## src/rtl/uart_pkg.sv

```systemverilog
// Shared state encodings and constants for the UART transmitter slice.
`ifndef UART_PKG_SV
`define UART_PKG_SV

package uart_pkg;

    localparam int UART_DATA_BITS = 8;
    localparam int UART_STATE_W   = 3;

    typedef enum logic [UART_STATE_W-1:0] {
        UART_IDLE   = 3'd0,
        UART_START  = 3'd1,
        UART_DATA   = 3'd2,
        UART_STOP   = 3'd3,
        UART_PARITY = 3'd4
    } uart_state_t;

    // Even parity: the bit that makes the total count of ones even.
    function automatic logic even_parity(input logic [UART_DATA_BITS-1:0] data);
        return ^data;
    endfunction

endpackage

`endif

```

## src/rtl/sync_fifo.sv

```systemverilog
// Single-clock FIFO with show-ahead head data and an occupancy count.
module sync_fifo #(
    parameter int WIDTH = 8,
    parameter int DEPTH = 4
) (
    input  logic                     clk_i,
    input  logic                     reset_i,
    input  logic                     push,
    input  logic [WIDTH-1:0]         wr_data,
    input  logic                     pop,
    output logic [WIDTH-1:0]         rd_data,
    output logic                     full,
    output logic                     empty,
    output logic [$clog2(DEPTH):0]   count
);

    localparam int PTR_W = $clog2(DEPTH);
    localparam int CNT_W = PTR_W + 1;

    generate
        if (DEPTH < 2 || (DEPTH & (DEPTH - 1)) != 0) begin : g_bad_depth
            $error("sync_fifo: DEPTH must be a power of two and at least 2");
        end
    endgenerate

    logic [WIDTH-1:0] mem_reg [DEPTH];
    logic [PTR_W-1:0] wr_ptr_reg;
    logic [PTR_W-1:0] rd_ptr_reg;
    logic [CNT_W-1:0] count_reg;
    logic             push_ok;
    logic             pop_ok;

    assign full    = (count_reg == CNT_W'(DEPTH));
    assign empty   = (count_reg == '0);
    assign count   = count_reg;
    assign push_ok = push && !full;
    assign pop_ok  = pop && !empty;
    // Head is presented combinationally so a pop can load it the same cycle.
    assign rd_data = mem_reg[rd_ptr_reg];

    always_ff @(posedge clk_i) begin
        if (push_ok) begin
            mem_reg[wr_ptr_reg] <= wr_data;
        end
    end

    // Pointers wrap naturally because DEPTH is a power of two.
    always_ff @(posedge clk_i) begin
        if (!reset_i) begin
            wr_ptr_reg <= '0;
            rd_ptr_reg <= '0;
            count_reg  <= '0;
        end else begin
            if (push_ok) begin
                wr_ptr_reg <= wr_ptr_reg + 1'b1;
            end
            if (pop_ok) begin
                rd_ptr_reg <= rd_ptr_reg + 1'b1;
            end
            case ({push_ok, pop_ok})
                2'b10:   count_reg <= count_reg + 1'b1;
                2'b01:   count_reg <= count_reg - 1'b1;
                default: count_reg <= count_reg;
            endcase
        end
    end

endmodule

```

## src/rtl/uart_tx.sv

```systemverilog
// Buffered UART transmitter: 8N1 by default, 8E1 when UART_TX_PARITY_EN is defined.
module uart_tx
    import uart_pkg::*;
#(
    parameter int CLK_FREQ   = 100000000,
    parameter int BAUD_RATE  = 115200,
    parameter int FIFO_DEPTH = 4
) (
    input  logic                          clk_i,
    input  logic                          reset_i,
    input  logic                          valid_i,
    input  logic [7:0]                    data_i,
    output logic                          ready_o,
    output logic                          busy_o,
    output logic [$clog2(FIFO_DEPTH):0]   count_o,
    output logic                          tx_o
);

    localparam int CLKS_PER_BIT = CLK_FREQ / BAUD_RATE;
    localparam int BAUD_W       = (CLKS_PER_BIT > 1) ? $clog2(CLKS_PER_BIT) : 1;
    localparam int IDX_W        = $clog2(UART_DATA_BITS);

    generate
        if (CLKS_PER_BIT < 2) begin : g_bad_baud
            $error("uart_tx: CLK_FREQ/BAUD_RATE must be at least 2");
        end
    endgenerate

    uart_state_t               state_reg;
    logic                      tx_reg;
    logic [BAUD_W-1:0]         baud_cnt_reg;
    logic [IDX_W-1:0]          bit_idx_reg;
    logic [UART_DATA_BITS-1:0] shift_reg;
`ifdef UART_TX_PARITY_EN
    logic                      parity_reg;
`endif

    logic                      bit_end;
    logic                      fifo_pop;
    logic                      fifo_full;
    logic                      fifo_empty;
    logic [7:0]                fifo_rd_data;
    logic [$clog2(FIFO_DEPTH):0] fifo_count;

    sync_fifo #(
        .WIDTH (8),
        .DEPTH (FIFO_DEPTH)
    ) u_fifo (
        .clk_i   (clk_i),
        .reset_i (reset_i),
        .push    (valid_i),
        .wr_data (data_i),
        .pop     (fifo_pop),
        .rd_data (fifo_rd_data),
        .full    (fifo_full),
        .empty   (fifo_empty),
        .count   (fifo_count)
    );

    assign bit_end  = (baud_cnt_reg == BAUD_W'(CLKS_PER_BIT - 1));
    // Popping at the end of STOP chains frames with no idle gap.
    assign fifo_pop = !fifo_empty &&
                      ((state_reg == UART_IDLE) || (state_reg == UART_STOP && bit_end));

    assign ready_o = !fifo_full;
    assign busy_o  = (state_reg != UART_IDLE) || (fifo_count != '0);
    assign count_o = fifo_count;
    assign tx_o    = tx_reg;

    always_ff @(posedge clk_i) begin
        if (!reset_i) begin
            state_reg    <= UART_IDLE;
            tx_reg       <= 1'b1;
            baud_cnt_reg <= '0;
            bit_idx_reg  <= '0;
            shift_reg    <= '0;
`ifdef UART_TX_PARITY_EN
            parity_reg   <= 1'b0;
`endif
        end else begin
            if (state_reg != UART_IDLE) begin
                baud_cnt_reg <= bit_end ? '0 : baud_cnt_reg + 1'b1;
            end

            case (state_reg)
                UART_IDLE: begin
                    baud_cnt_reg <= '0;
                    if (fifo_pop) begin
                        shift_reg <= fifo_rd_data;
`ifdef UART_TX_PARITY_EN
                        parity_reg <= even_parity(fifo_rd_data);
`endif
                        state_reg <= UART_START;
                        tx_reg    <= 1'b0;
                    end else begin
                        tx_reg <= 1'b1;
                    end
                end

                UART_START: begin
                    if (bit_end) begin
                        state_reg   <= UART_DATA;
                        bit_idx_reg <= '0;
                        tx_reg      <= shift_reg[0];
                    end
                end

                UART_DATA: begin
                    if (bit_end) begin
                        shift_reg   <= shift_reg >> 1;
                        bit_idx_reg <= bit_idx_reg + 1'b1;
                        if (bit_idx_reg == IDX_W'(UART_DATA_BITS - 1)) begin
`ifdef UART_TX_PARITY_EN
                            state_reg <= UART_PARITY;
                            tx_reg    <= parity_reg;
`else
                            state_reg <= UART_STOP;
                            tx_reg    <= 1'b1;
`endif
                        end else begin
                            tx_reg <= shift_reg[1];
                        end
                    end
                end

`ifdef UART_TX_PARITY_EN
                UART_PARITY: begin
                    if (bit_end) begin
                        state_reg <= UART_STOP;
                        tx_reg    <= 1'b1;
                    end
                end
`endif

                UART_STOP: begin
                    if (bit_end) begin
                        if (fifo_pop) begin
                            shift_reg <= fifo_rd_data;
`ifdef UART_TX_PARITY_EN
                            parity_reg <= even_parity(fifo_rd_data);
`endif
                            state_reg <= UART_START;
                            tx_reg    <= 1'b0;
                        end else begin
                            state_reg <= UART_IDLE;
                            tx_reg    <= 1'b1;
                        end
                    end
                end

                default: begin
                    state_reg <= UART_IDLE;
                    tx_reg    <= 1'b1;
                end
            endcase
        end
    end

endmodule

```

## config.mk

```make
export PLATFORM = sky130hd
export DESIGN_NAME = uart_tx
export DESIGN_NICKNAME = d
export VERILOG_FILES = /design/src/rtl/uart_pkg.sv /design/src/rtl/sync_fifo.sv /design/src/rtl/uart_tx.sv
export SDC_FILE = /design/constraint.sdc
export NUM_CORES = 1
export LEC_CHECK = 0
export ABC_AREA = 1
export BUFFER_PORTS_ARGS = -buffer_cell sky130_fd_sc_hd__buf_2
export CAP_MARGIN = 25
export CELL_PAD_IN_SITES_DETAIL_PLACEMENT = 0
export CELL_PAD_IN_SITES_GLOBAL_PLACEMENT = 1
export CORE_MARGIN = 1.5
export CORE_UTILIZATION = 50
export CTS_CLUSTER_DIAMETER = 40
export DETAILED_ROUTE_END_ITERATION = 8
export PLACE_DENSITY_LB_ADDON = 0.3
export SYNTH_ARGS = -nofsm -noshare
export SYNTH_HDL_FRONTEND = slang
export SYNTH_SLANG_ARGS = --single-unit
```

## constraint.sdc

```tcl
create_clock -name clk_i -period 4.8 [get_ports clk_i]
set_clock_uncertainty 0.1 [all_clocks]
set_input_delay 0.48 -clock clk_i [delete_from_list [all_inputs] [get_ports clk_i]]
set_output_delay 0.48 -clock clk_i [all_outputs]
set_load 0.1 [all_outputs]
```

==> flow_summary.yaml, run 1 <==
run_status:
  status: "finished clean"
sta:
  setup_tns_ns: 0
  post-route-period-util: 0.512
  setup_viol: 0
  final_hold_viol_count: 0
  fmax_mhz: 407
  post-route-min-period_ns: 2.46
  max_slew_margin: 0.471
  rsz0062_at_grt: "no"
  worst_pin_slew_ns: 0.791
  drv_slew: 0
routing:
  ant_nets: 0
  vias: 2095
  wl_per_cell_um: 12.3
  via_per_inst: 4.85
  drtIter0Drc: 106
  wirelength_um: 5300
  top_layer_used: "met4"
  dr.pass1.iters: 4
  dr_wl_met2_um: 2400
  route.met3.wl_um: 155
  drc: 0
  wl_met1_um: 2610
synthesis:
  ys_types: 32
  synthCells: 334
  synth_compound_area_frac: 0.0753
  synth_flop_cell: "dfxtp_1"
  yosysSeqAreaShare: 0.536
  avgSynthCellArea_um2: 9.05
  synth_top_family_by_area: "simple AND/OR/NAND/NOR gates"
  synth-edff-count: 32
  synthXorXnorAreaFrac: 0.00869
  synthAdderAreaFrac: 0.0604
  async_flop_share: 0
  synthMuxAreaShare: 0.0199
  syn_area_mm2: 0.00302
  yosys.area_share.simple: 0.240
  syn_nets: 359
  yosys_register_bits: 65
  yosys_warnings: 0
placement:
  port_buffers: 16
  place_congestion: 0.779
  dpl.hpwl_um: 3630
critical_path:
  crit_arrival_ns: 2.63
  crit_top_cell: "a21oi_1"
  critPathLaunchType: "register"
  worstPathRequired_ns: 4.97
  r2r_slack_ns: 2.34
  rr_worst_depth: 12
  cpPeakStageDelay_ns: 0.40
  slowest_stage: "dfxtp_1"
  cp_max_fo: 7
  path_class: "register to register"
  r2r-end: "u_fifo.count[2]"
  cp_cell_sequence: "inv_1 > ha_1 > inv_2 > a21oi_1 > nand2_4 > inv_2 > ha_1 > fa_1 > a21oi_1 > o21a_1 > o21ai_0 > a21oi_1"
  reg2reg_from: "state_reg[0]"
  cp-end-kind: "register"
power_and_ir_drop:
  leakage_nw: 1.37
  ir_drop_mv: 0.519
  powerDensity_mw_per_mm2: 630
layout:
  fin_nets: 377
  final_util: 0.564
  area_growth_pct: 9.77
  drive_above_1_share: 0.123
  largest_register_ffs: 32
  diodes: 0
floorplan:
  core_area_mm2: 0.00589
  die_area_mm2: 0.00652
  die_height_um: 80.8
  start_util: 0.514
  die_w_um: 80.8
  rows: 28
  ios: 17
clocking:
  htree_levels: 3
  clock_path_buffers: 2
  cts_root_buf: "clkbuf_8"
  cts_tree: "built"
  path_clk_slew_ns: 0.07
  cts_resized: 0
  cts_buffers: 9
  postCtsSetupBuffers: 0
  clock_latency_ns: 0.34
  cts.sinks: 65
  cts-hold-fix-buffers: 0
grt:
  globalRouteOverflowTotal: 0
  grt_antenna_before_repair: 0
  first_global_vias: 1964
  grtUsageTotal: 0.188
  grt_pass1_wl_um: 8910
  grt_max_degree: 19
flow_run:
  cap_violations: 0
hold_path:
  hp-start: "data_i[6]"
  worstHoldPathType: "input pin to register"
  whs_endpoint: "u_fifo.mem_reg[0][6]"
  whs_path_depth: 1
metrics by stage:
stage               std cells  setup slack (ns)  power (mW)  instance area [µm²]  hold WS [ns]
floorplan                 334              1.29        1.53                 3020         0.318
global placement          416              2.45        1.64                 3120         0.330
detailed placement        416              2.37        1.66                 3120         0.344
CTS                       432              2.34        2.11                 3320         0.237
global route              432              2.12        2.25                 3320         0.237
finish                    432              2.34        2.09                 3320         0.250
cells in the mapped netlist (all sizes together) (5+ instances only):
cell type,n,area [µm²]
a21oi,26,141
buf,7,65.1
dfxtp,33,661
edfxtp,32,961
ha,13,163
inv,28,105
mux2i,6,60.1
nand2,111,460
nand3,16,92.6
nor2,35,141
nor3,5,25.0
o21ai,12,63.8
per-layer routing:
| layer | global-route usage | vias up |
|---|---|---|
| met2 | 0.287 | 28 |
| li1 | - | 1124 |
| met5 | 0 | - |
| met3 | 0.0449 | 15 |
| met1 | 0.246 | 928 |
| met4 | 0.102 | 0 |
how the worst max path moves through the flow:
| stage | slack, ns | startpoint | to |
|---|---|---|---|
| after global placement | 2.45 | state_reg[0] | u_fifo.count[2] |
| final | 2.34 | state_reg[0] | u_fifo.count[2] |
| after floorplan | 1.29 | u_fifo.count[0] | u_fifo.count[2] |
| after global routing | 2.12 | state_reg[0] | u_fifo.count[2] |
| after CTS | 2.34 | state_reg[0] | u_fifo.count[2] |
| after detailed placement | 2.37 | state_reg[0] | u_fifo.count[2] |
where the power goes:
| part | leakage [nW] | switching [mW] | total, mW | internal (mW) |
|---|---|---|---|---|
| Combinational | 0.719 | 0.619 | 0.875 | 0.255 |
| Clock | 0.0909 | 0.213 | 0.451 | 0.238 |
| Sequential | 0.563 | 0.0824 | 0.763 | 0.681 |
| Total | 1.37 | 0.914 | 2.09 | 1.18 |
layout by cell type, fill, tap and decap left out, types with 2 or more instances in the layout:
| cell | n |
|---|---|
| nand2_4 | 3 |
| ha_1 | 13 |
| inv_1 | 25 |
| buf_2 | 16 |
| nand2_2 | 2 |
| nor2_1 | 33 |
| xor2_1 | 2 |
| clkbuf_8 | 9 |
| a21oi_1 | 25 |
| nand2_1 | 105 |
| edfxtp_1 | 32 |
| nor3_1 | 5 |
| o21ai_0 | 11 |
| inv_2 | 3 |
| clkinv_1 | 2 |
| mux2i_1 | 6 |
| clkinvlp_4 | 2 |
| dfxtp_1 | 33 |
| nand3_1 | 15 |
worst max-delay path: cells and delay by family (launching register included):
kind | cells | cell delay, ns
fa+ha+maj | 3 | 0.90
compound gates | 5 | 0.57
flops | 1 | 0.40
buf+inv | 3 | 0.28
simple gates | 1 | 0.14
cells by family after synthesis:
family | after synthesis
mux | 6
buf+inv | 37
fa+ha+maj | 14
compound gates | 41
xor+xnor | 3
flops | 65
simple gates | 168
area by class of cell:
cell class | count | area [µm²]
clock buffer | 9 | 124
clock inverter | 7 | 70.1
fill | 543 | 2570
inverter | 28 | 105
multi-input combinational | 232 | 1220
sequential | 65 | 1620
tap | 75 | 93.8
timing repair buffer | 16 | 80.1
No activity file was read; power rests on OpenSTA's default activity.
==> run 2, diff against run 1 <==
Settings changed: ABC_AREA 1 to 0, CORE_UTILIZATION 50 to 44.
Clock period 4.8 ns to 2.01 ns, I/O delays scaled along.
==> run 2 against run 1 <==
Compared with the run above:
- the run now ends with negative setup slack left
- via count shrank 3.8%
- critical path type unchanged
- sequential share of layout area fell by 6.6 points
- count of clock-buffer cells in the layout is the same
- area after synthesis shrank 4.4%
- hold slack worse by 0.016 ns
- non-clock buffer count increased by 53
- final cell count is 10% lower
==> flow_summary.yaml, run 2 <==
run_status:
  status: "finished with violations"
  violations: "negative setup slack"
synthesis:
  avgSynthCellArea_um2: 12.3
  synth-edff-count: 32
  yosys.area.top_type: "edfxtp_1"
  async_flop_share: 0
  yosys_register_bits: 65
  yosys_warnings: 0
  synthCells: 234
  synth_flop_cell: "dfxtp_1"
  yosysMostFrequentCell: "dfxtp_1"
  yosys-top-cells-count: "dfxtp_1 (33), edfxtp_1 (32), nand2_1 (25)"
  syn_nets: 259
  yosysSeqAreaShare: 0.561
  syn_area_mm2: 0.00289
  synth.area.top_cells: "edfxtp_1 (33%), dfxtp_1 (23%), mux4_2 (6.2%), ha_1 (5.6%), nand2_1 (3.2%)"
  ys_types: 40
  yosys.area.top_type_share: 0.333
floorplan:
  die_height_um: 84.0
  start_util: 0.455
  core_area_mm2: 0.00635
  ios: 17
  rows: 29
  die_w_um: 84.0
  die_area_mm2: 0.00706
power_and_ir_drop:
  leakage_nw: 1.48
  powerDensity_mw_per_mm2: 1360
  internal-power_mw: 3.39
  ir_drop_mv: 0.925
  p_sw_mw: 1.89
  p_seq_frac: 0.328
  swShare: 0.358
  p_comb_frac: 0.452
  clkPwrFrac: 0.220
sta:
  setup_viol: 11
  fin_ws_ns: -0.196
  worst_pin_slew_ns: 0.491
  drv_slew: 0
  post-route-min-period_ns: 2.21
  max_slew_margin: 0.675
  post-route-period-util: 1.10
  rsz0062_at_grt: "yes"
  fmax_mhz: 453
  holdWs_ns: 0.234
  final_hold_viol_count: 0
  setup_tns_ns: -1.33
layout:
  drive_above_1_share: 0.426
  diodes: 0
  fin_cells: 389
  layout_common_cells: "buf_4 (41), edfxtp_1 (32), nand2_1 (25)"
  fin_nets: 332
  area_growth_pct: 34.9
  largest_register_ffs: 32
  layout_commonest_cell: "buf_4"
  final_util: 0.614
routing:
  dr.pass1.iters: 4
  via_per_inst: 5.18
  wl_per_cell_um: 15.0
  wirelength_um: 5850
  drtIter0Drc: 83
  drc: 0
  ant_nets: 0
  vias: 2015
flow_run:
  cap_violations: 0
grt:
  grtUsageTotal: 0.177
  gr-max-usage-layer: "met2"
  grtUsageMet1: 0.240
  grt_max_degree: 20
  use_met3: 0.0386
  globalRouteOverflowTotal: 0
  grt_pass1_wl_um: 9570
  first_global_vias: 2005
  grt_use_met2: 0.275
  grt_antenna_before_repair: 0
placement:
  dpl.hpwl_um: 3680
  port_buffers: 16
  placedCellCount: 353
  place_congestion: 0.835
  dp_slack_ns: -0.279
clocking:
  path_clk_slew_ns: 0.08
  cts_root_buf: "clkbuf_8"
  htree_levels: 3
  clock_path_buffers: 2
  cts_buffers: 9
  clock_latency_ns: 0.34
  cts_tree: "built"
  cts.sinks: 65
critical_path:
  cp-end-kind: "register"
  critPathLaunchType: "register"
  path_class: "register to register"
  worstPathRequired_ns: 2.18
  cp_max_fo: 2
  crit_arrival_ns: 2.37
hold_path:
  worstHoldPathType: "input pin to register"
run 2: cell count changes in the layout (fill, tap and decap cells not counted), moves of 7 or more:
| cell | delta |
|---|---|
| inv_1 | -19 |
| xnor2_1 | +7 |
| nand2_1 | -80 |
| dfxtp_1 | -10 |
| dlygate4sd3_1 | +8 |
| mux2_2 | +7 |
| a21oi_1 | -18 |
| nor2_1 | -15 |
| mux4_2 | +8 |
| nand3_1 | -12 |
| buf_4 | +41 |
run 2: logic make-up (layout without fill, tap and decap cells):
family / Yosys count / count (layout) / synth area share
simple gates: 74 / 75 / 0.129
mux: 24 / 24 / 0.121
xor+xnor: 11 / 11 / 0.0334
flops: 65 / 65 / 0.561
fa+ha+maj: 14 / 14 / 0.0632
compound gates: 28 / 28 / 0.0684
buf+inv: 18 / 95 / 0.0238
run 2: layout make-up:
type,count,area [µm²]
sequential,65,1650
clock buffer,9,124
fill,474,2450
tap,77,96.3
timing repair buffer,69,546
clock inverter,7,85.1
multi-input combinational,152,1360
inverter,10,45.0
run 2: worst paths after layout:
path	from	endpoint	slack, ns	cells after the start
worst min-delay path	reset_i	state_reg[0]	0.23	3
worst max-delay path	baud_cnt_reg[8]	u_fifo.count[2]	-0.20	8
worst max register to register	baud_cnt_reg[8]	u_fifo.count[2]	-0.20	8
worst min register to register	shift_reg[7]	shift_reg[7]	0.36	2
run 2: critical path, stage by stage, from the launching register on:
cell	delay, ns
dfxtp_2	0.34
or3b_4	0.39
o41a_4	0.38
inv_4	0.07
ha_4	0.12
fa_2	0.18
xnor2_1	0.07
or3_1	0.36
a21oi_2	0.12
run 2: power by group through the flow:
| stage | combinational [mW] | sequential, mW | clock (mW) |
|---|---|---|---|
| 3_3_place_gp | 2.05 | 1.72 | 0 |
| 5_1_grt | 2.58 | 1.76 | 1.26 |
| 2_1_floorplan | 1.25 | 1.86 | 0 |
| 3_5_place_dp | 2.05 | 1.73 | 0 |
| 6_report | 2.39 | 1.74 | 1.16 |
| 4_1_cts | 2.26 | 1.70 | 1.19 |
run 2: through the flow:
step / cell area [µm²] / power [mW]
3_3_place_gp: 3350 / 3.77
6_report: 3900 / 5.29
4_1_cts: 3760 / 5.15
5_1_grt: 3900 / 5.60
2_1_floorplan: 2920 / 3.12
3_5_place_dp: 3350 / 3.78
run 2: timing repair:
item,in CTS,in global routing
endpoints found under the hold margin,32,0
pin swaps,7,7
hold buffers,8,0
setup buffers,8,4
cloned,0,1
gates resized for setup,23,24
endpoints found under the setup margin,14,28
run 2: per-layer routing:
metal / wire length (µm) / part of all wire
met3: 150 / 0.026
met4: 70 / 0.012
met2: 2810 / 0.48
met5: 0 / 0
met1: 2820 / 0.48
